**src/rtl/dmem_arbiter.sv**
```systemverilog
`default_nettype none
`timescale 1ns/1ps
// ============================================================================
// Module   : dmem_arbiter
// Purpose  : Round-robin arbiter and access sequencer for the big-endian,
//            byte-addressable data memory. The memory port is shared between
//            port 0 (CPU load/store) and port 1 (DMA/debug loader). Each
//            access walks IDLE -> ACCESS -> RESP. A misaligned or
//            out-of-range request is answered with err=1 and never reaches
//            the memory.
// Ports    : clk, rst_n          clock, asynchronous active-low reset
//            mN_req/we/addr/wdata requester inputs, sampled with the grant
//            mN_gnt              combinational grant (IDLE only)
//            mN_rvalid/rdata/err one-cycle response in RESP
//            mem_we/addr/wdata   memory port, active only in ACCESS
//            mem_rdata           combinational read data from memory
// Revision : 1.0 - initial release
// ============================================================================
module dmem_arbiter #(
  parameter int MEM_BYTES = 1024
) (
  input  logic        clk,
  input  logic        rst_n,
  input  logic        m0_req,
  input  logic        m0_we,
  input  logic [31:0] m0_addr,
  input  logic [31:0] m0_wdata,
  output logic        m0_gnt,
  output logic        m0_rvalid,
  output logic [31:0] m0_rdata,
  output logic        m0_err,
  input  logic        m1_req,
  input  logic        m1_we,
  input  logic [31:0] m1_addr,
  input  logic [31:0] m1_wdata,
  output logic        m1_gnt,
  output logic        m1_rvalid,
  output logic [31:0] m1_rdata,
  output logic        m1_err,
  output logic        mem_we,
  output logic [31:0] mem_addr,
  output logic [31:0] mem_wdata,
  input  logic [31:0] mem_rdata
);

  localparam logic [31:0] MAX_ADDR = 32'(MEM_BYTES - 4);

  typedef enum logic [1:0] {
    IDLE   = 2'd0,
    ACCESS = 2'd1,
    RESP   = 2'd2
  } state_t;

  state_t      state, state_next;
  logic        last;      // port granted most recently
  logic        id_q;
  logic        we_q;
  logic        err_q;
  logic [31:0] addr_q;
  logic [31:0] wdata_q;
  logic [31:0] rdata_q;

  logic        any_req;
  logic        winner;
  logic        sel_we;
  logic [31:0] sel_addr;
  logic [31:0] sel_wdata;
  logic        addr_err;

  // On a tie the port that was not granted last wins.
  always_comb begin
    any_req   = m0_req | m1_req;
    winner    = (m0_req & m1_req) ? ~last : m1_req;
    sel_we    = winner ? m1_we    : m0_we;
    sel_addr  = winner ? m1_addr  : m0_addr;
    sel_wdata = winner ? m1_wdata : m0_wdata;
    addr_err  = (sel_addr[1:0] != 2'b00) || (sel_addr > MAX_ADDR);
  end

  always_comb begin
    state_next = state;
    m0_gnt     = 1'b0;
    m1_gnt     = 1'b0;
    m0_rvalid  = 1'b0;
    m1_rvalid  = 1'b0;
    m0_rdata   = '0;
    m1_rdata   = '0;
    m0_err     = 1'b0;
    m1_err     = 1'b0;
    mem_we     = 1'b0;
    mem_addr   = '0;
    mem_wdata  = '0;
    case (state)
      IDLE: begin
        // rst_n gates the grant so every output reads 0 while reset is held.
        if (any_req && rst_n) begin
          m0_gnt     = ~winner;
          m1_gnt     = winner;
          state_next = ACCESS;
        end
      end
      ACCESS: begin
        // A rejected access leaves the memory port completely idle.
        if (!err_q) begin
          mem_we    = we_q;
          mem_addr  = addr_q;
          mem_wdata = wdata_q;
        end
        state_next = RESP;
      end
      RESP: begin
        if (id_q) begin
          m1_rvalid = 1'b1;
          m1_rdata  = rdata_q;
          m1_err    = err_q;
        end else begin
          m0_rvalid = 1'b1;
          m0_rdata  = rdata_q;
          m0_err    = err_q;
        end
        state_next = IDLE;
      end
      default: state_next = IDLE;
    endcase
  end

  always_ff @(posedge clk or negedge rst_n) begin
    if (!rst_n) begin
      state   <= IDLE;
      last    <= 1'b1;
      id_q    <= 1'b0;
      we_q    <= 1'b0;
      err_q   <= 1'b0;
      addr_q  <= '0;
      wdata_q <= '0;
      rdata_q <= '0;
    end else begin
      state <= state_next;
      if (state == IDLE && any_req) begin
        id_q    <= winner;
        we_q    <= sel_we;
        addr_q  <= sel_addr;
        wdata_q <= sel_wdata;
        err_q   <= addr_err;
        last    <= winner;
      end
      // Writes and rejected accesses respond with zero data.
      if (state == ACCESS) begin
        rdata_q <= (!we_q && !err_q) ? mem_rdata : '0;
      end
    end
  end

endmodule
`default_nettype wire

```
**config.mk**
```make
export PLATFORM = sky130hd
export DESIGN_NAME = dmem_arbiter
export DESIGN_NICKNAME = d
export VERILOG_FILES = /design/src/rtl/dmem_arbiter.sv
export SDC_FILE = /design/constraint.sdc
export NUM_CORES = 1
export LEC_CHECK = 0
export BUFFER_PORTS_ARGS = -buffer_cell sky130_fd_sc_hd__clkbuf_2
export CAP_MARGIN = 30
export CORE_MARGIN = 2
export CORE_UTILIZATION = 25
export CTS_BUF_LIST = sky130_fd_sc_hd__clkbuf_4 sky130_fd_sc_hd__clkbuf_8
export DETAILED_ROUTE_END_ITERATION = 8
export PLACE_DENSITY_LB_ADDON = 0.15
export SLEW_MARGIN = 5
export SYNTH_ARGS = -nofsm -noshare
export SYNTH_HDL_FRONTEND = slang
export SYNTH_SLANG_ARGS = --single-unit
export TNS_END_PERCENT = 100
```
**constraint.sdc**
```tcl
create_clock -name clk -period 1.7 [get_ports clk]
set_clock_uncertainty 0.2 [all_clocks]
set_input_delay 0 -clock clk [delete_from_list [all_inputs] [get_ports clk]]
set_output_delay 0 -clock clk [all_outputs]
set_load 0.03 [all_outputs]
```
After elaboration in Yosys (flattened, before gate mapping)
Cells that the tools add are included.

Word-level logic and storage cells: 53. Input port bits: 166. Output and inout bits: 135. Bits in registers: 102.

Magnitude comparators: 1. Muxes and demuxes: 29. Reductions and logical operators: 8. Bitwise gates (word level): 4. Equal/unequal tests: 3.

Operator list (number): two-way mux 32 bit (11); > comparator 32 x 10 -> 1 bit, second input constant (1); two-way mux 1 bit (16); case mux 2 bit (2 select lines) (1); logical AND 1 bit (3); == test 2 x 1 -> 1 bit, second input constant (1); == test 2 bit, second input constant (1); zero test 1 bit (2); zero test 2 bit (1); two-way mux 2 bit (1); inequality test 2 bit, second input constant (1); NOT 1 bit (2); nonzero test 2 bit (1); AND 1 bit (1); logical OR 1 bit (1); bitwise OR 1 bit (1).

Logic depth before layout (Yosys ltp)
Depth in word-level cells: 5. Gate-level depth with buffers: 7.

Worst setup path before layout
No wires, ideal clock.

Path type: register -> output. Start point: reg state[0]. End point: out m0_rdata[22]. Slack: -19 ps. Path buffers: 1. Stages on the path, launching flop included: 4. Arrival time: 1519 ps. Data required time: 1500 ps. Cell sequence: dfrtp_1 -> nor3b_2 -> clkbuf_1 -> and2_1.

Longest elaborated chain between the ends: 2.

RTL lines: start: declaration (RTL line 54) `state_t state, state_next;`; start signal: assignment (RTL line 138) `state <= state_next;`; == test 2 bit (RTL line 93) `case (state)`; two-way mux 32 bit (RTL line 93); end: declaration (RTL line 30) `output logic [31:0] m0_rdata,`.

Every way passes these cells.

Final worst setup path
Start point: reg state[1]. End point: out mem_addr[14].

Longest elaborated chain between the ends: 2.

RTL lines: == test 2 x 1 -> 1 bit (RTL line 93); two-way mux 32 bit (RTL line 93); end: declaration (RTL line 41) `output logic [31:0] mem_addr,`.

Every way passes these cells.

==> impl_metrics.sql <==
INSERT INTO impl_metrics (metric_group, metric, value, unit) VALUES
('detailed_routing', 'drt_first_iter_violations', '177', ''),
('yosys', 'number_of_nets_in_the_synthesized_netlist', '708', ''),
('sta', 'worstMarginPinSlew', '0.653', 'ns'),
('detailed_routing', 'number_of_detailed_route_iterations_in_the_first_pass', '4', ''),
('power', 'power.share.sequential', '45.2', '%'),
('worst_setup_path', 'timing.rr.start', 'last$_DFFE_PN1P_', ''),
('clock_network', 'numClockSinks', '102', ''),
('detailed_routing', 'vias_per_inst', '4.44', ''),
('place', 'detailed_place.area', '7320', 'µm²'),
('job', 'cap_violations', '0', ''),
('global_routing', 'pin_count_of_the_biggest_net_entering_global_routing', '54', ''),
('power', 'leakage_power', '0.00515', 'µW'),
('place', 'place.gp.congestion', '0.777', ''),
('yosys', 'netlist.top_cell.by_area', 'sky130_fd_sc_hd__dfrtp_1', ''),
('final_layout', 'layout-drive-gt1-share', '45.1', '%'),
('status', 'outcome', 'finished, violations left', ''),
('sta', 'worst_hold_slack', '0.166', 'ns'),
('yosys', 'synth.area.top_cells', 'sky130_fd_sc_hd__dfrtp_1 47%, sky130_fd_sc_hd__and2_1 15%, sky130_fd_sc_hd__mux2i_1 12%', ''),
('sta', 'final-hold-violation-count', '0', ''),
('final_layout', 'area_delta_synth_final', '101', '%'),
('clock_network', 'insertion_delay', '0.38', 'ns'),
('place', 'minimum_setup_slack_after_placement', '0.0846', 'ns'),
('power', 'netSwitchingPower', '2110', 'µW'),
('worst_setup_path', 'worst-endpoint-arrival', '1.72', 'ns'),
('sta', 'timing.slew.headroom', '56.4', '%'),
('floorplan', 'die_boundary_height', '150', 'µm'),
('sta', 'final_critical_path_setup_slack', '-0.217', 'ns'),
('yosys', 'post_synth.cell_area_avg', '9.87', 'µm²'),
('clock_network', 'max-clock-path-buffers', '2', ''),
('final_layout', 'instances_no_fill', '1318', ''),
('clock_network', 'clkTransAtPathRegs', '0.10', 'ns'),
('final_layout', 'layout.cell_area.non_filler', '10800', 'µm²'),
('yosys', 'yosysUniqueCellTypes', '27', ''),
('power', 'cell_internal_pwr', '4700', 'µW'),
('floorplan', 'die_area', '22600', 'µm²'),
('sta', 'final.min_clock_period', '1.92', 'ns'),
('worst_setup_path', 'cp-end-kind', 'output port', ''),
('min_path', 'hold_path.class', 'primary input to register', ''),
('power', 'power_frac_comb', '31.2', '%'),
('final_layout', 'fillers', '1893', ''),
('floorplan', 'core.rowCount', '53', ''),
('yosys', 'yosys.area.top_type_share', '47.3', '%'),
('sta', 'fin_setup_tns', '-21.34', 'ns'),
('final_layout', 'layout.area.seq', '2560', 'µm²'),
('global_routing', 'grt_overflow_total', '0', ''),
('worst_setup_path', 'crit_required', '1.50', 'ns'),
('worst_setup_path', 'critical_path.max_fanout', '6', ''),
('worst_setup_path', 'startpoint_type', 'register', ''),
('place', 'dp_cells', '1102', ''),
('yosys', 'number_of_synthesized_register_bits', '102', ''),
('floorplan', 'core_area', '21000', 'µm²'),
('yosys', 'ys_seq_area_share', '47.8', '%'),
('floorplan', 'start_util', '25.4', '%'),
('detailed_routing', 'final_antenna_net_count', '0', ''),
('sta', 'final_min_period_over_clock_period', '113', '%'),
('detailed_routing', 'wirelength', '22300', 'µm'),
('worst_setup_path', 'critPathLaunch', 'state[1]$_DFFE_PN0P_', ''),
('clock_network', 'ctsRootBufferMaster', 'sky130_fd_sc_hd__clkbuf_8', ''),
('final_layout', 'finish.net_count', '1204', ''),
('detailed_routing', 'route.vias.total', '5857', ''),
('clock_network', 'cts_tree', 'done', ''),
('power', 'switching_share', '31.0', '%'),
('detailed_routing', 'avgRoutedWirePerCell', '16.9', 'µm'),
('sta', 'setup_violations', '141', ''),
('worst_setup_path', 'worst-setup-path-type', 'register to output port', ''),
('detailed_routing', 'count_of_unresolved_drc_violations_after_routing', '0', ''),
('floorplan', 'io_pins', '301', ''),
('status', 'violations', 'setup timing', ''),
('yosys', 'mappedNetlistArea', '5350', 'µm²'),
('place', 'buffer_ports.inserted', '300', ''),
('sta', 'fmax', '522', 'MHz');
-- state kept, by name (all words and copies together), names as in the netlist --
register,cells
addr_q,32
last,1
id_q,1
state,2
wdata_q,32
err_q,1
we_q,1
rdata_q,32
-- cells by family after synthesis --
| group | synth area share, % |
|---|---|
| AND/OR/NAND/NOR | 23.4 |
| AO/OA/AOI/OAI | 12.1 |
| flip-flops | 47.8 |
| multiplexers | 12.4 |
| buffers and inverters | 4.42 |
-- what timing repair did --
item,4_1_cts,5_1_grt
hold endpoints to repair,201,0
cloned,4,10
pin swaps,20,52
endpoints found under the setup margin,135,189
setup buffers,11,9
resized for setup,184,156
hold buffers,167,0
-- metal layers --
| layer | track usage (%) | share of wire (%) |
|---|---|---|
| met1 | 20.6 | 40 |
| met2 | 32.3 | 51 |
| met3 | 4.06 | 6.3 |
| met4 | 6.23 | 2.3 |
| met5 | 0 | 0 |
-- power by group through the flow --
| stage | clock [µW] | combinational (µW) | sequential, µW |
|---|---|---|---|
| after floorplan | 0 | 869 | 3020 |
| after global placement | 0 | 1410 | 3070 |
| after detailed placement | 0 | 1420 | 3080 |
| after CTS | 1680 | 1800 | 3050 |
| after global routing | 1770 | 2310 | 3130 |
| final | 1610 | 2120 | 3080 |
-- path summary, 6_finish.rpt --
check | end | slack [ns] | cells after the start
max | mem_addr[14] | -0.22 | 6
min | rdata_q[12]$_DFFE_PN0P_ | 0.17 | 3
max reg2reg | addr_q[13]$_DFFE_PN0P_ | -0.05 | 7
min reg2reg | rdata_q[11]$_DFFE_PN0P_ | 0.33 | 1
max in group asynchronous | state[0]$_DFFE_PN0P_ | 0.55 | 3
min in group asynchronous | addr_q[29]$_DFFE_PN0P_ | 0.19 | 3
-- placed cells by master, fill, tap and decap left out, types with 3 or more instances in the layout --
cell	Yosys	final
sky130_fd_sc_hd__clkbuf_2	0	225
sky130_fd_sc_hd__dlygate4sd3_1	0	167
sky130_fd_sc_hd__dfrtp_1	101	99
sky130_fd_sc_hd__nor2_1	71	70
sky130_fd_sc_hd__buf_8	0	69
sky130_fd_sc_hd__and2_1	132	67
sky130_fd_sc_hd__and2_4	0	65
sky130_fd_sc_hd__a21oi_1	66	62
sky130_fd_sc_hd__mux2i_1	66	55
sky130_fd_sc_hd__a22o_1	32	32
sky130_fd_sc_hd__buf_4	8	20
sky130_fd_sc_hd__buf_12	0	13
sky130_fd_sc_hd__buf_6	1	12
sky130_fd_sc_hd__clkbuf_8	0	10
sky130_fd_sc_hd__nor4_1	10	9
sky130_fd_sc_hd__clkbuf_16	0	8
sky130_fd_sc_hd__mux2i_2	0	7
sky130_fd_sc_hd__clkbuf_4	0	6
sky130_fd_sc_hd__buf_16	0	6
sky130_fd_sc_hd__mux2i_4	0	4
sky130_fd_sc_hd__a21oi_2	0	4
sky130_fd_sc_hd__nand4_1	3	3
-- cells in the mapped netlist --
cell type / number
sky130_fd_sc_hd__and2_1: 132
sky130_fd_sc_hd__dfrtp_1: 101
sky130_fd_sc_hd__nor2_1: 71
sky130_fd_sc_hd__a21oi_1: 66
sky130_fd_sc_hd__mux2i_1: 66
sky130_fd_sc_hd__a22o_1: 32
sky130_fd_sc_hd__buf_2: 24
sky130_fd_sc_hd__clkbuf_1: 10
sky130_fd_sc_hd__nor4_1: 10
sky130_fd_sc_hd__buf_4: 8
sky130_fd_sc_hd__nand4_1: 3
sky130_fd_sc_hd__a31oi_1: 2
sky130_fd_sc_hd__inv_1: 2
sky130_fd_sc_hd__nor3b_2: 2
sky130_fd_sc_hd__a21boi_0: 1
sky130_fd_sc_hd__and3_1: 1
sky130_fd_sc_hd__buf_6: 1
sky130_fd_sc_hd__dfstp_2: 1
sky130_fd_sc_hd__nand2_1: 1
sky130_fd_sc_hd__nand2b_1: 1
sky130_fd_sc_hd__nand3_1: 1
sky130_fd_sc_hd__nor2_2: 1
sky130_fd_sc_hd__nor2b_1: 1
sky130_fd_sc_hd__nor3_4: 1
sky130_fd_sc_hd__o21a_1: 1
sky130_fd_sc_hd__o21ai_0: 1
sky130_fd_sc_hd__o21ai_1: 1
-- cell type report --
class,count,share of cell area (%)
well taps,275,3.20
inverters,2,0.0697
diodes,1,0.0232
multi-input cells,395,26.6
flip-flops and latches,102,23.7
repair buffers,528,44.6
clock buffers,10,1.22
clock inverters,5,0.558
-- per-stage QoR --
step	total power, µW	utilization (%)
2_1_floorplan	3880	-
3_3_place_gp	4480	34.8
3_5_place_dp	4500	34.8
4_1_cts	6530	48.0
5_1_grt	7210	51.2
6_report	6810	51.2
-- critical path, stage by stage, from the launching register on --
cell	delay [ns]
sky130_fd_sc_hd__dfrtp_1	0.40
sky130_fd_sc_hd__nand2b_4	0.16
sky130_fd_sc_hd__nor2_4	0.17
sky130_fd_sc_hd__buf_6	0.18
sky130_fd_sc_hd__clkbuf_16	0.17
sky130_fd_sc_hd__and2_4	0.15
sky130_fd_sc_hd__buf_8	0.11
(Power assumes the default switching activity.)
